`src/rtl/bcd_down_counter_pkg.sv`:
```
// Shared definitions for the two-digit BCD down counter.
// Holds the controller state enumeration, the largest legal BCD digit,
// the default prescaler divide ratio and a digit clamp helper.
package bcd_down_counter_pkg;

  // Controller states: waiting, counting autonomously, finished at 00.
  typedef enum logic [1:0] {
    IDLE = 2'd0,
    RUN  = 2'd1,
    DONE = 2'd2
  } state_t;

  localparam logic [3:0] BCD_MAX          = 4'd9;
  localparam int         DEFAULT_TICK_DIV = 10;

  // Preset digits above 9 are not BCD; saturate them to 9.
  function automatic logic [3:0] clamp_bcd(input logic [3:0] digit);
    return (digit > BCD_MAX) ? BCD_MAX : digit;
  endfunction

endpackage

```
`src/rtl/bcd_down_counter_pair_dec.sv`:
```
// bcd_pair_dec: combinational decrement of a two-digit BCD value.
// Ports:
//   tens, ones               - current count digits
//   preset_tens, preset_ones - value reloaded when decrementing from 00
//   dec_en                   - apply one decrement this cycle
//   next_tens, next_ones     - resulting digits (unchanged when dec_en=0)
//   wrap                     - high when the decrement reloaded from 00
module bcd_pair_dec
  import bcd_down_counter_pkg::*;
(
  input  logic [3:0] tens,
  input  logic [3:0] ones,
  input  logic [3:0] preset_tens,
  input  logic [3:0] preset_ones,
  input  logic       dec_en,
  output logic [3:0] next_tens,
  output logic [3:0] next_ones,
  output logic       wrap
);

  // Borrow from the tens digit when ones is 0; 00 wraps back to the preset.
  always_comb begin
    next_tens = tens;
    next_ones = ones;
    wrap      = 1'b0;
    if (dec_en) begin
      if (ones != 4'd0) begin
        next_ones = ones - 4'd1;
      end else if (tens != 4'd0) begin
        next_ones = BCD_MAX;
        next_tens = tens - 4'd1;
      end else begin
        next_tens = preset_tens;
        next_ones = preset_ones;
        wrap      = 1'b1;
      end
    end
  end

endmodule

```
`src/rtl/bcd_down_counter.sv`:
```
// bcd_down_counter: two-digit BCD down counter with preset load,
// edge-triggered manual decrements and a prescaled autonomous countdown.
// Ports:
//   Clk, Reset                  - clock, synchronous active-high reset
//   load, load_tens, load_ones  - capture preset and write it to the count
//   dec_with_underflow          - rising edge decrements, may pulse underflow
//   dec_without_underflow       - rising edge decrements, never pulses underflow
//   run                         - enables the countdown, one step per TICK_DIV cycles
//   count_tens, count_ones      - registered BCD count
//   underflow                   - one-cycle pulse on reload from 00 / final tick
//   zero                        - count is 00
//   done                        - controller is in DONE
module bcd_down_counter
  import bcd_down_counter_pkg::*;
#(
  parameter int TICK_DIV = DEFAULT_TICK_DIV
) (
  input  logic       Clk,
  input  logic       Reset,
  input  logic       load,
  input  logic [3:0] load_tens,
  input  logic [3:0] load_ones,
  input  logic       dec_with_underflow,
  input  logic       dec_without_underflow,
  input  logic       run,
  output logic [3:0] count_tens,
  output logic [3:0] count_ones,
  output logic       underflow,
  output logic       zero,
  output logic       done
);

  localparam logic [15:0] PRESC_TERM = 16'(TICK_DIV - 1);

  state_t      state_q;
  state_t      state_d;
  logic        prev_wu_q;
  logic        prev_wo_q;
  logic [15:0] prescaler_q;
  logic [3:0]  preset_tens_q;
  logic [3:0]  preset_ones_q;

  logic        wu_edge;
  logic        wo_edge;
  logic        tick;
  logic        dec_en;
  logic        count_is_one;
  logic        finish;
  logic [3:0]  dec_tens;
  logic [3:0]  dec_ones;
  logic        wrap;
  logic [3:0]  count_tens_d;
  logic [3:0]  count_ones_d;
  logic        underflow_d;
  logic        done_d;

  assign wu_edge      = dec_with_underflow & ~prev_wu_q;
  assign wo_edge      = dec_without_underflow & ~prev_wo_q;
  assign tick         = (state_q == RUN) && run && (prescaler_q == PRESC_TERM);
  assign dec_en       = ~load & (wu_edge | wo_edge | tick);
  assign count_is_one = (count_tens == 4'd0) && (count_ones == 4'd1);
  // A tick taking 01 down to 00 ends the countdown instead of reloading.
  assign finish       = tick & ~load & count_is_one;

  bcd_pair_dec u_pair_dec (
    .tens        (count_tens),
    .ones        (count_ones),
    .preset_tens (preset_tens_q),
    .preset_ones (preset_ones_q),
    .dec_en      (dec_en),
    .next_tens   (dec_tens),
    .next_ones   (dec_ones),
    .wrap        (wrap)
  );

  // Previous-sample registers for the dec inputs; cleared by reset so a
  // level held through reset release is seen as a fresh edge.
  always_ff @(posedge Clk) begin
    if (Reset) begin
      prev_wu_q <= 1'b0;
      prev_wo_q <= 1'b0;
    end else begin
      prev_wu_q <= dec_with_underflow;
      prev_wo_q <= dec_without_underflow;
    end
  end

  // Prescaler only advances while running; a load restarts the period.
  always_ff @(posedge Clk) begin
    if (Reset) begin
      prescaler_q <= 16'd0;
    end else if (load || (state_q != RUN) || !run) begin
      prescaler_q <= 16'd0;
    end else if (prescaler_q == PRESC_TERM) begin
      prescaler_q <= 16'd0;
    end else begin
      prescaler_q <= prescaler_q + 16'd1;
    end
  end

  // Controller state register.
  always_ff @(posedge Clk) begin
    if (Reset) begin
      state_q <= IDLE;
    end else begin
      state_q <= state_d;
    end
  end

  // Controller next-state logic.
  always_comb begin
    state_d = state_q;
    unique case (state_q)
      IDLE: if (run && !zero) state_d = RUN;
      RUN: begin
        if (!run)        state_d = IDLE;
        else if (finish) state_d = DONE;
      end
      DONE: if (load || !run) state_d = IDLE;
      default: state_d = IDLE;
    endcase
  end

  // Next values of the registered outputs.
  always_comb begin
    if (load) begin
      count_tens_d = clamp_bcd(load_tens);
      count_ones_d = clamp_bcd(load_ones);
    end else begin
      count_tens_d = dec_tens;
      count_ones_d = dec_ones;
    end
    underflow_d = (wrap & (wu_edge | tick)) | finish;
    done_d      = (state_d == DONE);
  end

  // Count, preset and status output registers.
  always_ff @(posedge Clk) begin
    if (Reset) begin
      count_tens    <= 4'd0;
      count_ones    <= 4'd0;
      preset_tens_q <= 4'd0;
      preset_ones_q <= 4'd0;
      underflow     <= 1'b0;
      zero          <= 1'b1;
      done          <= 1'b0;
    end else begin
      if (load) begin
        preset_tens_q <= clamp_bcd(load_tens);
        preset_ones_q <= clamp_bcd(load_ones);
      end
      count_tens <= count_tens_d;
      count_ones <= count_ones_d;
      underflow  <= underflow_d;
      zero       <= (count_tens_d == 4'd0) && (count_ones_d == 4'd0);
      done       <= done_d;
    end
  end

endmodule

```
`config.mk`:
```
export PLATFORM = sky130hd
export DESIGN_NAME = bcd_down_counter
export DESIGN_NICKNAME = d
export VERILOG_FILES = /design/src/rtl/bcd_down_counter_pkg.sv /design/src/rtl/bcd_down_counter_pair_dec.sv /design/src/rtl/bcd_down_counter.sv
export SDC_FILE = /design/constraint.sdc
export NUM_CORES = 1
export LEC_CHECK = 0
export BUFFER_PORTS_ARGS = -buffer_cell sky130_fd_sc_hd__clkbuf_2
export CAP_MARGIN = 0
export CORE_MARGIN = 10
export CORE_UTILIZATION = 57
export CTS_BUF_LIST = sky130_fd_sc_hd__clkbuf_16
export CTS_CLUSTER_SIZE = 25
export DETAILED_ROUTE_END_ITERATION = 16
export GPL_TIMING_DRIVEN = 0
export PLACE_DENSITY = 0.78
export SLEW_MARGIN = 10
export SYNTH_ARGS = -nofsm -noshare
export SYNTH_HDL_FRONTEND = slang
export SYNTH_SLANG_ARGS = --single-unit
```
`constraint.sdc`:
```
create_clock -name Clk -period 2.4 [get_ports Clk]
set_input_delay 0.24 -clock Clk [delete_from_list [all_inputs] [get_ports Clk]]
set_output_delay 0.24 -clock Clk [all_outputs]
set_load 0.01 [all_outputs]
```
**After elaboration in Yosys (flattened, before gate mapping)**

Index checks and enable logic that the tools add are counted.

- Order comparisons: 2
- Multiplexer cells: 18
- Bitwise operators: 13
- Add/sub/neg operators: 3
- Equal/unequal tests: 6
- Reduce and logical (&&, ||, !) cells: 17

Operators with widths:

| kind | count |
|---|---|
| 2-to-1 mux 4 bit | 10 |
| adder 16 x 1 -> 16 bit (second input constant) | 1 |
| equality test 16 x 4 -> 1 bit (second input constant) | 1 |
| zero test 4 bit | 3 |
| greater-than comparator 4 bit (second input constant) | 2 |
| 2-to-1 mux 2 bit | 4 |
| nonzero test 4 bit | 2 |
| subtractor 4 x 1 -> 4 bit (second input constant) | 2 |
| bitwise AND 1 bit | 6 |
| one-hot mux 2 bit (3 select lines) | 1 |
| logical AND 1 bit | 5 |
| equality test 2 bit (second input constant) | 2 |
| equality test 4 x 1 -> 1 bit (second input constant) | 1 |
| OR 1 bit | 4 |
| logical OR 1 bit | 3 |
| 2-to-1 mux 1 bit | 3 |
| inverter 1 bit | 3 |
| OR reduction 3 bit | 1 |
| equality test 2 x 1 -> 1 bit (second input constant) | 1 |
| zero test 1 bit | 2 |
| zero test 2 bit | 1 |
| inequality test 2 x 1 -> 1 bit (second input constant) | 1 |

- Output and inout bits: 11
- Bits in registers: 39
- Input bits: 14
- Logic and storage cells: 70

**Logic depth before layout (Yosys ltp)**

Gate-level depths: netlist of the first run.

- Depth in word-level cells: 9
- Gate-level depth with buffers: 9
- Gate-level depth less buffers: 8

**Hierarchy**

From an unflattened synthesis of the first run, not the netlist that was laid out.

- Cells, all modules: 229
- Area total of the unflattened synthesis: 1,924.3 um2

Modules (own cells, without submodules):

| module | area each (um2) | cells each | times used | sequential area each (um2) |
|---|---|---|---|---|
| bcd_down_counter | 1,639.1 | 185 | 1 | 780.7 |
| bcd_pair_dec | 285.3 | 44 | 1 | 0.0 |

**Least setup slack after synthesis of the first run**

No wires, ideal clock.

- Path type: flip-flop to flip-flop
- Start point: reg count_ones[0]
- End point: reg zero
- Slack: 0.219 ns
- Path buffers: 1
- Library setup time: 0.096 ns
- Stages on the path, launching flop included: 10
- Arrival time: 2.086 ns
- Required time: 2.304 ns
- Clock period less this slack: 2.181 ns
- Path through: dfxtp_1 inv_1 ha_1 or3b_1 buf_6 a21oi_4 a21oi_4 a221oi_2 o2111ai_1 o41ai_2

- Cells in the longest elaborated chain, start to end: 6
- Elaborated cells on any way between the ends: 11
- Classes of those cells: add/sub: 1; mux: 6; reduce/logical: 4

Ends and longest elaborated chain:

| what | RTL line | RTL |
|---|---|---|
| start: declaration | bcd_down_counter.sv:27 | `output logic [3:0] count_ones,` |
| start signal: assignment | bcd_down_counter.sv:153 | `count_ones <= count_ones_d;` |
| subtractor 4 x 1 -> 4 bit / nonzero test 4 bit (equally long branches) | bcd_down_counter_pair_dec.sv:28, bcd_down_counter_pair_dec.sv:27 |  |
| 2-to-1 mux 4 bit | bcd_down_counter_pair_dec.sv:27 | `if (ones != 4'd0) begin` |
| 2-to-1 mux 4 bit | bcd_down_counter_pair_dec.sv:26 | `if (dec_en) begin` |
| 2-to-1 mux 4 bit | bcd_down_counter.sv:126 | `if (load) begin` |
| zero test 4 bit | bcd_down_counter.sv:155 | `zero <= (count_tens_d == 4'd0) && (count_ones_d == 4'd0);` |
| logical AND 1 bit * | bcd_down_counter.sv:155 |  |
| end signal: assignment | bcd_down_counter.sv:155 |  |
| end: declaration | bcd_down_counter.sv:29 | `output logic zero,` |

Mark *: on every way between the ends. The rest lies on a longest branch, timed or not.
A chain may end at the register's enable or synchronous reset.

**Worst setup path after layout of the first run**

Ends and elaborated chain as after synthesis.

==> results of run 1 <==
==> power by group through the flow <==
| stage | logic (mW) | clock network (mW) | registers [mW] |
|---|---|---|---|
| finish | 0.322 | 0.629 | 0.698 |
| global route | 0.357 | 0.664 | 0.701 |
| CTS | 0.307 | 0.638 | 0.696 |
| detailed placement | 0.302 | 0 | 0.710 |
| global placement | 0.298 | 0 | 0.709 |
| floorplan | 0.219 | 0 | 0.712 |
==> cells by family (layout without fill, tap and decap cells) <==
group,Yosys count,in the layout,synth area share (%)
compound gates,58,58,20.7
fa+ha+maj,7,7,4.22
mux,1,1,0.482
xor+xnor,12,12,5.06
simple gates,96,96,25.3
buf+inv,22,55,6.57
flops,39,39,37.6
==> timing repair <==
item | CTS | global route
endpoints found under the setup margin | 4 | 11
pin swaps | 1 | 3
cloned | 0 | 0
gates resized for setup | 2 | 11
setup buffers | 0 | 1
==> how the worst max path moves through the flow <==
stage | to | slack (ns)
after floorplan | zero | 0.22
after global placement | zero | -0.03
after detailed placement | zero | -0.04
after CTS | zero | 0.007
after global routing | zero | 0.008
final | zero | 0.11
==> critical path: cells and delay by family (launching register included) <==
kind                       cells  cell delay [ns]
DFF                            1             0.37
AOI/OAI and AO/OA              5             1.00
buffers and inverters          2             0.25
and+or+nand+nor                1             0.37
adders and majority gates      1             0.19
==> layout by cell type, fill, tap and decap left out, types with 3 or more instances in the layout <==
| cell | count |
|---|---|
| sky130_fd_sc_hd__or3_1 | 5 |
| sky130_fd_sc_hd__nor3_1 | 8 |
| sky130_fd_sc_hd__ha_1 | 5 |
| sky130_fd_sc_hd__o21ai_0 | 10 |
| sky130_fd_sc_hd__a31oi_1 | 3 |
| sky130_fd_sc_hd__a21oi_1 | 13 |
| sky130_fd_sc_hd__xnor2_1 | 4 |
| sky130_fd_sc_hd__xor2_1 | 8 |
| sky130_fd_sc_hd__nand3_1 | 6 |
| sky130_fd_sc_hd__or3b_1 | 3 |
| sky130_fd_sc_hd__buf_6 | 3 |
| sky130_fd_sc_hd__nand3b_1 | 5 |
| sky130_fd_sc_hd__nand2_1 | 19 |
| sky130_fd_sc_hd__clkbuf_2 | 25 |
| sky130_fd_sc_hd__clkbuf_1 | 4 |
| sky130_fd_sc_hd__clkbuf_16 | 5 |
| sky130_fd_sc_hd__nor2_1 | 25 |
| sky130_fd_sc_hd__and3_1 | 5 |
| sky130_fd_sc_hd__a211oi_1 | 3 |
| sky130_fd_sc_hd__dfxtp_1 | 38 |
| sky130_fd_sc_hd__inv_1 | 10 |
| sky130_fd_sc_hd__o211ai_1 | 5 |
| sky130_fd_sc_hd__o21a_1 | 3 |
==> metrics by stage <==
step / std cells / util, % / cell area (um2)
2_1_floorplan: 235 / - / 2080
3_3_place_gp: 305 / 66.0 / 2250
3_5_place_dp: 305 / 66.0 / 2250
4_1_cts: 313 / 70.5 / 2410
5_1_grt: 314 / 71.7 / 2450
6_report: 314 / 71.7 / 2450
==> area by class of cell <==
type / count / area (um2)
timing repair buffer: 25 / 128
clock buffer: 5 / 125
sequential: 39 / 782
tap: 46 / 57.6
fill: 284 / 967
multi-input combinational: 174 / 1200
clock inverter: 3 / 16.3
buffer: 11 / 96.3
inverter: 11 / 41.3
==> sequential cells by signal, indices dropped and copies added (netlist names) <==
name / count
count_tens: 4
count_ones: 4
prev_wu_q: 1
preset_tens_q: 4
state_q: 2
preset_ones_q: 4
prev_wo_q: 1
zero: 1
prescaler_q: 16
underflow: 1
done: 1
==> layer usage <==
| layer | wire length [um] | part of all wire [%] | global-route usage [%] |
|---|---|---|---|
| met5 | 0 | 0 | 0 |
| met4 | 65 | 1.4 | 6.51 |
| met3 | 367 | 7.8 | 5.01 |
| met2 | 2280 | 49 | 25.4 |
| met1 | 1960 | 42 | 17.9 |
==> impl_summary.log, run 1 <==
[metrics] outcome: finished, final reports clean
[metrics] cell breakdown of the critical path: inv_2 -> ha_2 -> or3b_1 -> buf_6 -> a21oi_4 -> a21oi_4 -> a221oi_2 -> o2111ai_1 -> o41ai_2
[metrics] share of the synthesized area in the top cell type: 37.6%
[metrics] Max-cap violations: 0
[metrics] final worst path period need: 2.29 ns
[metrics] drt pass-1 iters: 4
[metrics] post-place setup slack: -0.0368 ns
[metrics] largest net degree at the start of global routing: 13
[metrics] initial core utilization: 60.8%
[metrics] Post-Synthesis Net Count: 256
[metrics] number of hold buffers added after cts: 0
[metrics] maximum vdd ir drop: 0.503 mV
[metrics] count of final hold-check violations: 0
[metrics] CTS tree: built
[metrics] placed wire-length estimate: 3440 um
[metrics] internal power contribution: 1.19 mW
[metrics] synthesis warning total: 0
[metrics] min-delay worst type: in -> reg
[metrics] Avg WL per Cell: 14.9 um
[metrics] critical path launch point type: flop
[metrics] number of nets with antenna violations after routing: 0
[metrics] wire length of the first global-routing pass: 7970 um
[metrics] Post-Syn Area per Cell: 8.83 um2
[metrics] end of the worst register-to-register path: zero
[metrics] slew at the pin closest to its max-slew limit: 0.538 ns
[metrics] buffer depth of the longest clock path: 2
[metrics] worst hold path cell count: 2
[metrics] switching power of the nets: 0.456 mW
[metrics] Lkg Pwr: 0.954 nW
[metrics] Fmax achieved: 0.436 GHz
[metrics] Worst setup EP type: flop
[metrics] setup slack of the worst register-to-register path: 0.11 ns
[metrics] worst rel slew slack: 64.1%
[metrics] RSZ-0062 raised after global routing: no
[metrics] Worst Setup Slack, final: 0.107 ns
[metrics] top fanout value on the critical path: 7
[metrics] post-DR vias/cell: 5.84
[metrics] EDFF count, synth: 0
[metrics] most frequently used cell type in the post-synthesis netlist: sky130_fd_sc_hd__dfxtp_1
[metrics] relative contribution of combinational cells to total power: 19.5%
[metrics] Clock Power Share: 38.1%
[metrics] max-slew violation count: 0
[metrics] chip height: 80.3 um
[metrics] global-route usage over all layers: 15.5%
[metrics] area delta synth->final: 18.0%
[metrics] total number of clock tree sinks: 39
[metrics] leading cell types by total area after synthesis: sky130_fd_sc_hd__dfxtp_1 (38%), sky130_fd_sc_hd__nor2_1 (4.5%), sky130_fd_sc_hd__ha_1 (4.2%), sky130_fd_sc_hd__nand2_1 (3.4%), sky130_fd_sc_hd__xor2_1 (3.4%)
[metrics] data arrival time of the worst path: 2.47 ns
[metrics] Ports: 25
[metrics] total negative slack: 0 ns
[metrics] grt ovf: 0
[metrics] final clock period utilization by the worst path: 95.5%
[metrics] register bit total from synthesis: 39
[metrics] number of cell instances on the worst register-to-register path: 9
[metrics] nets@finish: 288
[metrics] number of antenna diodes: 0
[metrics] Routability Congestion: 0.873
[metrics] number of violations reported at the end of detailed-routing iteration 0: 108
[metrics] HP Start: dec_without_underflow
[metrics] most frequent cell on the critical path: sky130_fd_sc_hd__a21oi_4
[metrics] final setup violation count: 0
[metrics] cell at the slowest stage of the critical path: sky130_fd_sc_hd__dfxtp_2
[metrics] number of global-route vias before repair: 1757
[metrics] antenna violations before repair: 0
[metrics] synthesized instance count: 235
[metrics] proportion of synthesized chip area in sequential cells: 37.6%
[metrics] sequential cell fraction of total power: 42.3%
[metrics] share of flip-flops with an asynchronous set or reset after synthesis: 0%
[metrics] total of buffers placed on input and output ports: 24
[metrics] share of post-route cells with drive strength above 1: 22.0%
[metrics] total wire length: 4680 um
[metrics] total power divided by cell area: 674 nW/um2
[metrics] data required time at the worst endpoint: 2.57 ns
[metrics] overall die area: 6460 um2
[metrics] worst hold slack: 0.180 ns
[metrics] Via Count: 1834
[metrics] commonest register cell after synthesis: sky130_fd_sc_hd__dfxtp_1
[metrics] largest area contributor in the netlist: sky130_fd_sc_hd__dfxtp_1
[metrics] Slowest Stage Delay on Critical Path: 0.37 ns
[metrics] number of standard-cell rows in the floorplan: 21
[metrics] clock buffers created by TritonCTS: 5
[metrics] netlist area before placement: 2080 um2
[metrics] launch point of the worst reg-to-reg path: count_ones[0]
[metrics] Die X-Extent: 80.3 um
[metrics] switching share of power: 27.6%
[metrics] H-Tree Level Count: 2
[metrics] worst setup path startpoint: count_ones[0]
[metrics] clock-pin slew of the registers on the worst-case setup and hold paths: 0.06 ns
[metrics] Overall Power: 1.65 mW
[metrics] worst-case clock skew: 0.00303 ns
[metrics] Netlist cell types: 55
[metrics] end of the worst hold path: prev_wo_q
[metrics] Critical Setup Path Class: reg -> reg
[metrics] DRC Markers: 0
[metrics] most common library cells after synthesis: sky130_fd_sc_hd__dfxtp_1 (39), sky130_fd_sc_hd__nor2_1 (25), sky130_fd_sc_hd__nand2_1 (19)
[metrics] cell at the root of the clock tree: sky130_fd_sc_hd__clkbuf_16
[metrics] Floorplan Core Area: 3420 um2
[metrics] Worst-Skew Late Latency: 0.28 ns
Power figures use the tool's default switching activity.
==> run 2: changes to the inputs <==
CORE_UTILIZATION = 28   (was 57)
PLACE_DENSITY = default   (was 0.78)
==> impl_summary.log, run 2 (synthesized netlist as in run 1, its figures left out) <==
[metrics] critical path launch point type: flop
[metrics] sequential cell fraction of total power: 37.3% (-5.0 points)
[metrics] Worst Setup Slack, final: 0.139 ns (+0.0313 ns)
[metrics] Lkg Pwr: 0.966 nW (+1.3%)
[metrics] number of violations reported at the end of detailed-routing iteration 0: 40 (-63%)
[metrics] global-route usage over all layers: 9.02% (-6.4 points)
[metrics] Ports: 25 (unchanged)
[metrics] buffer depth of the longest clock path: 2 (unchanged)
[metrics] final clock period utilization by the worst path: 94.2% (-1.3 points)
[metrics] top fanout value on the critical path: 7 (unchanged)
[metrics] total of buffers placed on input and output ports: 24 (unchanged)
[metrics] clock-pin slew of the registers on the worst-case setup and hold paths: 0.06 ns (about the same)
[metrics] Floorplan Core Area: 7210 um2 (+110%)
[metrics] RSZ-0062 raised after global routing: no
[metrics] Critical Setup Path Class: reg -> reg
[metrics] number of nets with antenna violations after routing: 0 (unchanged)
[metrics] Max-cap violations: 0 (unchanged)
[metrics] switching share of power: 24.9% (-2.7 points)
[metrics] area delta synth->final: 22.3%
[metrics] Via Count: 1767 (-3.7%)
[metrics] post-place setup slack: 0.00339 ns (+0.0402 ns)
[metrics] relative contribution of combinational cells to total power: 16.8% (-2.7 points)
[metrics] maximum vdd ir drop: 0.381 mV (-24%)
[metrics] total negative slack: 0 ns (unchanged)
[metrics] Fmax achieved: 0.442 GHz (+1.4%)
[metrics] grt ovf: 0 (unchanged)
[metrics] setup slack of the worst register-to-register path: 0.14 ns (+0.03 ns)
[metrics] worst rel slew slack: 56.0% (-8.1 points)
[metrics] CTS tree: built
[metrics] internal power contribution: 1.41 mW (+18%)
[metrics] count of final hold-check violations: 0 (unchanged)
[metrics] DRC Markers: 0 (unchanged)
[metrics] largest net degree at the start of global routing: 14 (+1)
[metrics] min-delay worst type: in -> reg
[metrics] number of flip-flops in the largest register: 16 (unchanged)
[metrics] number of hold buffers added after cts: 0 (unchanged)
[metrics] total number of clock tree sinks: 39 (unchanged)
[metrics] Die X-Extent: 106 um (+32%)
[metrics] data arrival time of the worst path: 2.44 ns (-0.03 ns)
[metrics] post-DR vias/cell: 4.83 (-17%)
[metrics] Overall Power: 1.88 mW (+14%)
[metrics] most frequent cells in the layout: sky130_fd_sc_hd__dfxtp_1 (36), sky130_fd_sc_hd__nor2_1 (25), sky130_fd_sc_hd__clkbuf_2 (24)
[metrics] antenna violations before repair: 0 (unchanged)
[metrics] worst-case clock skew: 0.00457 ns (+0.00154 ns)
[metrics] number of antenna diodes: 0 (unchanged)
[metrics] outcome: finished, final reports clean
[metrics] placed wire-length estimate: 3750 um (+8.8%)
[metrics] total wire length: 5030 um (+7.5%)
[metrics] total power divided by cell area: 739 nW/um2 (+9.7%)
[metrics] final setup violation count: 0 (unchanged)
[metrics] max-slew violation count: 0 (unchanged)
[metrics] Avg WL per Cell: 13.7 um (-7.8%)
[metrics] initial core utilization: 28.8% (-32 points)
[metrics] nets@finish: 287 (-0.35%)
[metrics] cell count after placement: 358 (+17%)
[metrics] Core Util, Final: 35.2% (-36 points)
[metrics] slew at the pin closest to its max-slew limit: 0.643 ns (+0.105 ns)
[metrics] data required time at the worst endpoint: 2.58 ns (about the same)
[metrics] Routability Congestion: 0.783 (-10%)
[metrics] largest register by flop count: prescaler_q
[metrics] most common library cell in the layout ignoring fill and taps: sky130_fd_sc_hd__dfxtp_1
[metrics] H-Tree Level Count: 2 (unchanged)
[metrics] Non-Filler Instances: 366 (+17%)
[metrics] overall die area: 11300 um2 (+74%)
[metrics] Clock Power Share: 45.9% (+7.8 points)
[metrics] number of standard-cell rows in the floorplan: 31 (+48%)
[metrics] Worst setup EP type: flop
[metrics] switching power of the nets: 0.468 mW (+2.5%)
[metrics] share of post-route cells with drive strength above 1: 21.7% (-0.29 points)
[metrics] clock buffers created by TritonCTS: 5 (unchanged)
[metrics] cell at the root of the clock tree: sky130_fd_sc_hd__clkbuf_16
[metrics] number of global-route vias before repair: 1702 (-3.1%)
[metrics] wire length of the first global-routing pass: 8280 um (+3.9%)
[metrics] chip height: 106 um (+32%)
[metrics] drt pass-1 iters: 4 (unchanged)
[metrics] final worst path period need: 2.26 ns (-0.0313 ns)
[metrics] Worst-Skew Late Latency: 0.28 ns (about the same)
==> run 2: final timing paths <==
| path | from | to | cells past startpoint |
|---|---|---|---|
| max | count_ones[0] | zero | 9 |
| min | dec_with_underflow | prev_wu_q | 2 |
| max reg2reg | count_ones[0] | zero | 9 |
| min reg2reg | prescaler_q[0] | prescaler_q[0] | 1 |
==> run 2: power groups by stage <==
stage	logic, mW	registers, mW	clock network, mW
detailed placement	0.304	0.712	0
global placement	0.301	0.711	0
finish	0.315	0.700	0.862
floorplan	0.219	0.712	0
CTS	0.306	0.697	0.874
global route	0.352	0.703	0.901
==> run 2: metrics by stage <==
stage	instance area (um2)	hold slack [ns]
finish	2540	0.190
global route	2540	0.208
CTS	2510	0.194
detailed placement	2320	0.457
global placement	2320	0.455
floorplan	2080	0.350
==> run 2: timing repair <==
item	4_1_cts	5_1_grt
setup endpoints to repair	1	2
buffers inserted	0	0
resized for setup	0	10
pin swaps	1	3
==> run 2: worst max-delay path, cell delays in order, from the launching register on <==
cell and delay [ns]:
sky130_fd_sc_hd__dfxtp_2 0.36, sky130_fd_sc_hd__inv_2 0.08, sky130_fd_sc_hd__ha_2 0.20, sky130_fd_sc_hd__or3b_4 0.38
sky130_fd_sc_hd__buf_6 0.15, sky130_fd_sc_hd__nor2_8 0.12, sky130_fd_sc_hd__a21oi_4 0.10, sky130_fd_sc_hd__a221oi_2 0.31
sky130_fd_sc_hd__o2111ai_2 0.14, sky130_fd_sc_hd__o41ai_2 0.31
==> run 2: layout make-up <==
type                       instances  area (um2)
sequential                        39         785
multi-input combinational        174        1180
timing repair buffer              24         120
inverter                          11        41.3
fill                             750        4680
tap                               99         124
buffer                            11        95.1
clock inverter                     3        67.6
clock buffer                       5         125
==> run 2: layer usage <==
metal	routed length [um]	track usage [%]
met5	0	0
met4	41	2.03
met3	307	3.14
met2	2360	15.0
met1	2320	11.0
